**src/rtl/draw_sequencer.sv**
```systemverilog
// draw_sequencer: per-frame draw master. Clears the screen to a background
// colour, then grants each active sprite plotter slot in turn and forwards
// the granted slot's pixels to a single registered VGA write port.
module draw_sequencer #(
  parameter int          N_SPRITES  = 4,
  parameter int          SCREEN_W   = 320,
  parameter int          SCREEN_H   = 240,
  parameter logic [2:0]  BG_COLOUR  = 3'b000,
  parameter bit          CLEAR_EN   = 1'b1,
  parameter bit          TRANSP_EN  = 1'b0,
  parameter logic [2:0]  TRANSP_COL = 3'b000,
  parameter int          TIMEOUT    = 1023
) (
  input  logic                   clk,
  input  logic                   resetn,
  input  logic                   frame_tick,
  input  logic [N_SPRITES-1:0]   sprite_active,
  input  logic [9*N_SPRITES-1:0] sprite_x,
  input  logic [8*N_SPRITES-1:0] sprite_y,
  input  logic [3*N_SPRITES-1:0] sprite_colour,
  input  logic [N_SPRITES-1:0]   sprite_done,
  output logic [N_SPRITES-1:0]   sprite_enable,
  output logic [8:0]             vga_x,
  output logic [7:0]             vga_y,
  output logic [2:0]             vga_colour,
  output logic                   vga_plot,
  output logic                   busy,
  output logic                   frame_done,
  output logic                   error
);

  // idx must be able to hold N_SPRITES itself (the "all slots visited" value)
  localparam int IDXW  = $clog2(N_SPRITES + 1);
  localparam int TLOG  = $clog2(TIMEOUT + 1);
  localparam int TW    = (TLOG > 10) ? TLOG : 10;

  typedef enum logic [2:0] {
    S_IDLE,
    S_CLEAR,
    S_SELECT,
    S_SPRITE,
    S_FINISH
  } state_t;

  state_t          state_q, state_d;
  logic [IDXW-1:0] idx_q, idx_d;
  logic [8:0]      cx_q, cx_d;
  logic [7:0]      cy_q, cy_d;
  logic [TW-1:0]   timer_q, timer_d;
  logic            error_q, error_d;
  logic [8:0]      vga_x_q, vga_x_d;
  logic [7:0]      vga_y_q, vga_y_d;
  logic [2:0]      vga_colour_q, vga_colour_d;
  logic            vga_plot_q, vga_plot_d;

  // Signals of the slot currently addressed by idx
  logic            slot_active;
  logic            slot_done;
  logic [8:0]      slot_x;
  logic [7:0]      slot_y;
  logic [2:0]      slot_colour;

  // Select the addressed slot's inputs; idx==N_SPRITES selects nothing
  always_comb begin
    slot_active = 1'b0;
    slot_done   = 1'b0;
    slot_x      = '0;
    slot_y      = '0;
    slot_colour = '0;
    for (int i = 0; i < N_SPRITES; i++) begin
      if (idx_q == IDXW'(i)) begin
        slot_active = sprite_active[i];
        slot_done   = sprite_done[i];
        slot_x      = sprite_x[9*i +: 9];
        slot_y      = sprite_y[8*i +: 8];
        slot_colour = sprite_colour[3*i +: 3];
      end
    end
  end

  // Grant is a pure function of the registered state and slot index
  generate
    for (genvar gi = 0; gi < N_SPRITES; gi++) begin : g_enable
      assign sprite_enable[gi] = (state_q == S_SPRITE) && (idx_q == IDXW'(gi));
    end
  endgenerate

  // Next-state, counters, sticky error and VGA port staging
  always_comb begin
    state_d      = state_q;
    idx_d        = idx_q;
    cx_d         = cx_q;
    cy_d         = cy_q;
    timer_d      = timer_q;
    error_d      = error_q;
    vga_x_d      = vga_x_q;
    vga_y_d      = vga_y_q;
    vga_colour_d = vga_colour_q;
    vga_plot_d   = 1'b0;

    // A new frame cannot start while one is in progress; flag the overrun
    if (frame_tick && (state_q != S_IDLE)) begin
      error_d = 1'b1;
    end

    case (state_q)
      S_IDLE: begin
        if (frame_tick) begin
          idx_d = '0;
          cx_d  = '0;
          cy_d  = '0;
          if (CLEAR_EN) begin
            state_d = S_CLEAR;
          end else begin
            state_d = S_SELECT;
          end
        end
      end

      S_CLEAR: begin
        vga_plot_d   = 1'b1;
        vga_x_d      = cx_q;
        vga_y_d      = cy_q;
        vga_colour_d = BG_COLOUR;
        if (cx_q == 9'(SCREEN_W - 1)) begin
          cx_d = '0;
          if (cy_q == 8'(SCREEN_H - 1)) begin
            cy_d    = '0;
            state_d = S_SELECT;
          end else begin
            cy_d = cy_q + 8'd1;
          end
        end else begin
          cx_d = cx_q + 9'd1;
        end
      end

      S_SELECT: begin
        if (idx_q == IDXW'(N_SPRITES)) begin
          state_d = S_FINISH;
        end else if (slot_active) begin
          timer_d = '0;
          state_d = S_SPRITE;
        end else begin
          idx_d = idx_q + IDXW'(1);
        end
      end

      S_SPRITE: begin
        vga_x_d      = slot_x;
        vga_y_d      = slot_y;
        vga_colour_d = slot_colour;
        vga_plot_d   = !(TRANSP_EN && (slot_colour == TRANSP_COL));
        if (slot_done) begin
          idx_d   = idx_q + IDXW'(1);
          state_d = S_SELECT;
        end else if (timer_q == TW'(TIMEOUT)) begin
          // Slot held the grant too long: abort it and move on
          error_d = 1'b1;
          idx_d   = idx_q + IDXW'(1);
          state_d = S_SELECT;
        end else begin
          timer_d = timer_q + TW'(1);
        end
      end

      S_FINISH: begin
        state_d = S_IDLE;
      end

      default: begin
        state_d = S_IDLE;
      end
    endcase
  end

  // State and output registers with asynchronous active-low reset
  always_ff @(posedge clk or negedge resetn) begin
    if (!resetn) begin
      state_q      <= S_IDLE;
      idx_q        <= '0;
      cx_q         <= '0;
      cy_q         <= '0;
      timer_q      <= '0;
      error_q      <= 1'b0;
      vga_x_q      <= '0;
      vga_y_q      <= '0;
      vga_colour_q <= '0;
      vga_plot_q   <= 1'b0;
    end else begin
      state_q      <= state_d;
      idx_q        <= idx_d;
      cx_q         <= cx_d;
      cy_q         <= cy_d;
      timer_q      <= timer_d;
      error_q      <= error_d;
      vga_x_q      <= vga_x_d;
      vga_y_q      <= vga_y_d;
      vga_colour_q <= vga_colour_d;
      vga_plot_q   <= vga_plot_d;
    end
  end

  assign vga_x      = vga_x_q;
  assign vga_y      = vga_y_q;
  assign vga_colour = vga_colour_q;
  assign vga_plot   = vga_plot_q;
  assign busy       = (state_q != S_IDLE);
  assign frame_done = (state_q == S_FINISH);
  assign error      = error_q;

endmodule

```
**config.mk**
```make
export PLATFORM = sky130hd
export DESIGN_NAME = draw_sequencer
export DESIGN_NICKNAME = d
export VERILOG_FILES = /design/src/rtl/draw_sequencer.sv
export SDC_FILE = /design/constraint.sdc
export NUM_CORES = 1
export LEC_CHECK = 0
export CORE_UTILIZATION = 49
export DETAILED_ROUTE_END_ITERATION = 6
export PLACE_DENSITY = 0.84
export SYNTH_ARGS = -nofsm -noshare
export SYNTH_HDL_FRONTEND = slang
export SYNTH_SLANG_ARGS = --single-unit
```
**constraint.sdc**
```tcl
create_clock -name clk -period 5.9 [get_ports clk]
set_input_delay 1.18 -clock clk [delete_from_list [all_inputs] [get_ports clk]]
set_output_delay 1.18 -clock clk [all_outputs]
set_load 0.05 [all_outputs]
```
==> summary.txt, run 1 <==
final worst-path cycle share -> 63.3%
quantity of I/O buffers inserted on ports -> 118
peak supply drop -> 0.000126 V
max_slew headroom -> 47.3%
clock buffer count from CTS -> 5
Yosys reg bits -> 55
Initial Util -> 50.5%
fraction of final layout cells sized beyond drive strength 1 -> 5.74%
insertion delay to the later sink of the worst-skew pair -> 0.31 ns
minimum clock period -> 3.73 ns
critical-path maximum fanout -> 21
Total Neg Setup Slack -> 0 ns
TritonCTS clock tree -> done
post-synthesis sequential area ratio -> 40.3%
number of instances in the synthesized netlist -> 415
average wire per cell in the routed design -> 17.0 um
Std-Cell Core Area -> 0.00676 sq mm
class of the tightest hold or removal check -> flop to flop
total area of multi-input combinational cells -> 0.00189 sq mm
kind of capture point of the worst setup path -> primary output
pin count of the biggest net entering global routing -> 56
count of pins over their slew limit -> 0
Starting DRT DRC Count -> 249
DR DRC count -> 0
buffer type at the clock tree root -> clkbuf_8
unrepaired setup endpoints after global routing -> no
DR vias/cell -> 5.97
last weighted congestion value of the routability-driven placer -> 0.857
CTS clk-pin slew, worst paths -> 0.10 ns
post-synthesis to final-layout area growth -> 39.0%
worst hold slack -> 0.483 ns
leakage power summed over all cells -> 0.00185 uW
number of nets in the final layout -> 621
wire length of the first global-routing pass -> 16600 um
async set-reset flop share out of synthesis -> 100%
post-synthesis instance area -> 0.00341 sq mm
sequential cell area in the final layout -> 0.00138 sq mm
final number of setup-violating endpoints -> 0
EDFF count, synth -> 0
power per cell area -> 255 mW/mm^2
initial antenna violation count -> 0
Top Ports -> 119
dpl hpwl -> 7430 um
final hold violations -> 0
total track usage -> 28.8%
deepest clock path buffer count -> 2
setup clock skew after layout -> 0.0116 ns
detailed-route via count -> 3599
Std-Cell Rows -> 30
count of yosys warnings during synthesis -> 0
critical path class -> flop to primary output
required time worst endpoint -> 4.72 ns
data arrival at the endpoint of the critical path -> 2.55 ns
kind of start point of the critical path -> flop
first-pass iteration count of the detailed router -> 5
max-capacitance violation count -> 0
primary flip-flop cell chosen by synthesis mapping -> dfrtp_1
antenna viol nets, final -> 0
clock sink total -> 55
total wire length -> 10200 um
run status -> completed
area of the die -> 0.00730 sq mm
overall overflow remaining after global route -> 0
net count of the mapped netlist -> 514
slew at the pin closest to its max-slew limit -> 0.784 ns
worst setup slack for register-to-register paths -> 3.25 ns
Clock H-tree levels -> 2
count of cells resized by post-cts repair -> 0
Post-Syn Area per Cell -> 8.22 sq um
hold_buf cts -> 0
number of global-route vias before repair -> 3434
post-CTS setup buffer count -> 0
chip width -> 85.5 um
Achievable Freq -> 268 MHz
floorplan die height -> 85.5 um
Ant. Diodes -> 0
Filler cells -> 547
unique cell type count in the Yosys netlist -> 53
## worst max-delay path, stage by stage (launching register included)
cell and delay (ns):
dfrtp_1 0.42, inv_1 0.09, ha_1 0.27, nor2b_2 0.19, buf_4 0.28, and3_1 0.20, clkdlybuf4s50_1 0.80
## synthesized netlist by cell type (all sizes together), types with 6 or more instances
cell type / number / share of area [%]
a221oi: 21 / 5.4
a21oi: 15 / 2.2
ha: 8 / 2.9
o21ai: 68 / 10
clkbuf: 22 / 2.4
inv: 12 / 1.3
and3: 8 / 1.5
nor2: 43 / 4.8
nand2: 64 / 7.2
nand3: 10 / 1.5
dfrtp: 55 / 40
nor3: 9 / 1.3
nand2b: 6 / 1.1
o311ai: 17 / 4.4
## worst paths after layout
kind / start / to / depth (start not counted)
worst max register to register: idx_q[0]$_DFFE_PN0P_ / timer_q[1]$_DFFE_PN0P_ / 8
worst min register to register: error$_DFF_PN0_ / error$_DFF_PN0_ / 2
min in group asynchronous: resetn / vga_y[1]$_DFFE_PN0P_ / 2
worst max-delay path: idx_q[1]$_DFFE_PN0P_ / sprite_enable[1] / 6
worst min-delay path: error$_DFF_PN0_ / error$_DFF_PN0_ / 2
max in group asynchronous: resetn / cx_q[5]$_DFFE_PN0P_ / 2
## power breakdown
part	switching, uW	total, uW	internal [uW]
sequential	73.7	521	447
clock	126	222	96.1
combinational	278	469	191
total	478	1210	734
## cell usage in the layout (no fill, tap or decap), drive strengths merged, types with 3 or more instances in the layout
master,instances
clkdlybuf4s50,117
o21ai,68
nand2,64
dfrtp,55
nor2,43
a221oi,21
o311ai,17
a21oi,15
inv,12
nand3,10
nor3,9
buf,9
and3,8
ha,8
nand2b,6
clkbuf,6
o31ai,5
a31oi,4
o21a,4
a22oi,3
or3,3
xor2,3
and2,3
nor2b,3
## per-layer routing
| metal | routed length [um] | vias up | track usage, % |
|---|---|---|---|
| met4 | 261 | 0 | 10.8 |
| met5 | 0 | - | 0 |
| li1 | - | 1750 | - |
| met1 | 4420 | 1669 | 37.8 |
| met3 | 774 | 22 | 5.06 |
| met2 | 4790 | 158 | 48.0 |
## final cells by class
cell class | instances | share of cell area (%)
clock buffer | 6 | 1.74
clock inverter | 2 | 0.343
inverter | 12 | 0.950
multi-input combinational | 322 | 39.8
sequential | 55 | 29.0
tap | 80 | 2.11
timing repair buffer | 126 | 26.1
## registers in the layout, summed over array words and instances, names as in the netlist, 3 cells and up
name / cells
cy_q: 8
cx_q: 9
idx_q: 3
state_q: 3
timer_q: 10
vga_y: 8
vga_colour: 3
vga_x: 9
## through the flow
| stage | util (%) | total power (uW) | worst slack (ns) | cell area, sq um | cells |
|---|---|---|---|---|---|
| floorplan | - | 792 | 2.96 | 3410 | 415 |
| global placement | 68.7 | 976 | 2.59 | 4640 | 595 |
| detailed placement | 68.7 | 994 | 2.54 | 4640 | 595 |
| CTS | 70.2 | 1210 | 2.17 | 4740 | 603 |
| global route | 70.2 | 1280 | 2.04 | 4740 | 603 |
| finish | 70.2 | 1210 | 2.17 | 4740 | 603 |
## cell families (layout without fill, tap and decap cells)
logic type,Yosys count,count (layout),synth area share [%]
flip-flops,55,55,40.3
AND/OR/NAND/NOR,157,157,20.9
buffers and inverters,38,146,4.47
adder cells (fa/ha/maj),8,8,2.93
AO/OA/AOI/OAI,151,151,29.7
multiplexers,2,2,0.623
XOR/XNOR,4,4,1.03
Power figures use the tool's default switching activity.
==> inputs of run 2 (changes only) <==
--- a/config.mk
+++ b/config.mk
@@ -5,9 +5,9 @@
 export SDC_FILE = /design/constraint.sdc
 export NUM_CORES = 1
 export LEC_CHECK = 0
-export CORE_UTILIZATION = 49
+export CORE_UTILIZATION = 41
 export DETAILED_ROUTE_END_ITERATION = 6
-export PLACE_DENSITY = 0.84
+export PLACE_DENSITY = 0.75
 export SYNTH_ARGS = -nofsm -noshare
 export SYNTH_HDL_FRONTEND = slang
 export SYNTH_SLANG_ARGS = --single-unit
==> constraint.sdc (replaced) <==
create_clock -name clk -period 3 [get_ports clk]
set_input_delay 0.6 -clock clk [delete_from_list [all_inputs] [get_ports clk]]
set_output_delay 0.6 -clock clk [all_outputs]
set_load 0.05 [all_outputs]
==> summary.txt, run 2 (synthesized netlist as in run 1, its figures left out) <==
data arrival at the endpoint of the critical path -> 2.03 ns (was 2.55 ns)
minimum clock period -> 2.63 ns
max-capacitance violation count -> 0 (unchanged)
DR DRC count -> 0 (unchanged)
chip width -> 93.2 um (was 85.5 um)
Top Ports -> 119 (unchanged)
post-CTS setup buffer count -> 0 (unchanged)
TritonCTS clock tree -> done (unchanged)
Std-Cell Rows -> 32 (was 30)
commonest non-fill, non-tap cell in the layout -> clkdlybuf4s50_1 (unchanged)
leakage power summed over all cells -> 0.00189 uW (was 0.00185 uW)
clock sink total -> 55 (unchanged)
final hold violations -> 0 (unchanged)
insertion delay to the later sink of the worst-skew pair -> 0.32 ns (was 0.31 ns)
post-route cell area -> 0.00484 sq mm (was 0.00474 sq mm)
overall overflow remaining after global route -> 0 (unchanged)
Initial Util -> 43.3% (was 50.5%)
kind of capture point of the worst setup path -> primary output (unchanged)
count of pins over their slew limit -> 0 (unchanged)
peak supply drop -> 0.000279 V (was 0.000126 V)
kind of start point of the critical path -> flop (unchanged)
detailed-route via count -> 3582 (was 3599)
unrepaired setup endpoints after global routing -> no (unchanged)
area of placed instances -> 0.00472 sq mm (was 0.00464 sq mm)
final number of setup-violating endpoints -> 0 (unchanged)
Achievable Freq -> 381 MHz
Top reg by flops -> timer_q (unchanged)
Ant. Diodes -> 0 (unchanged)
number of nets in the final layout -> 623 (was 621)
critical path class -> flop to primary output (unchanged)
Filler cells -> 706 (was 547)
max_slew headroom -> 54.6% (was 47.3%)
Starting DRT DRC Count -> 279 (was 249)
count of cells resized by post-cts repair -> 0 (unchanged)
Std-Cell Core Area -> 0.00789 sq mm (was 0.00676 sq mm)
quantity of I/O buffers inserted on ports -> 118 (unchanged)
initial antenna violation count -> 0 (unchanged)
antenna viol nets, final -> 0 (unchanged)
class of the tightest hold or removal check -> input pin to async pin (was flop to flop)
first-pass iteration count of the detailed router -> 6 (was 5)
flip-flop count of the largest register after layout -> 10 (unchanged)
slew at the pin closest to its max-slew limit -> 0.676 ns (was 0.784 ns)
buffer type at the clock tree root -> clkbuf_8 (unchanged)
area of the die -> 0.00869 sq mm (was 0.00730 sq mm)
run status -> completed (unchanged)
fraction of final layout cells sized beyond drive strength 1 -> 6.86% (was 5.74%)
required time worst endpoint -> 2.40 ns (was 4.72 ns)
setup clock skew after layout -> 0.0189 ns (was 0.0116 ns)
total wire length -> 10700 um (was 10200 um)
average wire per cell in the routed design -> 17.1 um (was 17.0 um)
total track usage -> 25.5% (was 28.8%)
DR vias/cell -> 5.71 (was 5.97)
post-synthesis to final-layout area growth -> 41.7% (was 39.0%)
pin count of the biggest net entering global routing -> 45 (was 56)
worst setup slack for register-to-register paths -> 0.64 ns (was 3.25 ns)
worst hold slack -> 0.0747 ns (was 0.483 ns)
commonest non-fill, non-tap cells in the layout -> clkdlybuf4s50_1 (112), nand2_1 (62), dfrtp_1 (55) (was clkdlybuf4s50_1 (117), nand2_1 (62), dfrtp_1 (55))
dpl hpwl -> 8030 um (was 7430 um)
critical-path maximum fanout -> 14 (was 21)
deepest clock path buffer count -> 2 (unchanged)
last weighted congestion value of the routability-driven placer -> 0.950 (was 0.857)
Total Neg Setup Slack -> 0 ns (unchanged)
floorplan die height -> 93.2 um (was 85.5 um)
wire length of the first global-routing pass -> 17400 um (was 16600 um)
CTS clk-pin slew, worst paths -> 0.11 ns (was 0.10 ns)
hold_buf cts -> 0 (unchanged)
clock buffer count from CTS -> 5 (unchanged)
Clock H-tree levels -> 2 (unchanged)
final worst-path cycle share -> 87.6%
number of global-route vias before repair -> 3446 (was 3434)
power per cell area -> 508 mW/mm^2 (was 255 mW/mm^2)
-- run 2: cell types whose count changed in the layout (fill, tap and decap cells not counted) --
cell,change
nor2b_1,+1
clkbuf_8,-1
clkinv_4,-1
bufinv_16,+1
inv_6,+1
nor2b_2,-1
buf_12,+4
clkdlybuf4s50_1,-5
buf_4,+3
-- run 2: final timing paths --
path	startpoint	end	depth (start not counted)
min in group clk	timer_q[6]$_DFFE_PN0P_	timer_q[6]$_DFFE_PN0P_	1
min	resetn	vga_y[4]$_DFFE_PN0P_	1
min reg2reg	timer_q[6]$_DFFE_PN0P_	timer_q[6]$_DFFE_PN0P_	1
max	state_q[0]$_DFFE_PN0P_	frame_done	3
max reg2reg	idx_q[1]$_DFFE_PN0P_	timer_q[7]$_DFFE_PN0P_	7
max in group asynchronous	resetn	cx_q[7]$_DFFE_PN0P_	2
-- run 2: report_power, final --
part	switching [uW]	internal, uW
Combinational	542	376
Sequential	152	879
Clock	255	252
Total	949	1510
-- run 2: layout make-up --
cell class	count	area [sq um]	share of cell area (%)
multi-input cells	322	1880	39.0
flip-flops and latches	55	1380	28.5
repair buffers	128	1290	26.6
well taps	102	128	2.64
clock buffers	5	68.8	1.42
clock inverters	3	46.3	0.957
inverters	12	45.0	0.931
-- run 2: worst max-delay path, stage by stage (launching register included) --
cell             delay, ns
dfrtp_1               0.54
nor2_1                0.20
and2_1                0.16
clkdlybuf4s50_1       0.81
-- run 2: routing by layer --
| layer | GRT usage (%) | part of all wire [%] | vias to the layer above |
|---|---|---|---|
| li1 | - | - | 1745 |
| met1 | 34.1 | 42 | 1658 |
| met2 | 41.8 | 46 | 167 |
| met3 | 5.53 | 10 | 12 |
| met4 | 6.92 | 1.3 | 0 |
| met5 | 0 | 0 | - |
-- run 2: metrics by stage --
stage,util (%),total power [uW],setup slack (ns),instances
6_report,61.3,2460,0.373,627
5_1_grt,61.3,2600,0.256,627
4_1_cts,61.3,2480,0.391,627
3_5_place_dp,59.9,1960,0.458,619
3_3_place_gp,59.9,1930,0.506,619
2_1_floorplan,-,1560,0.639,415
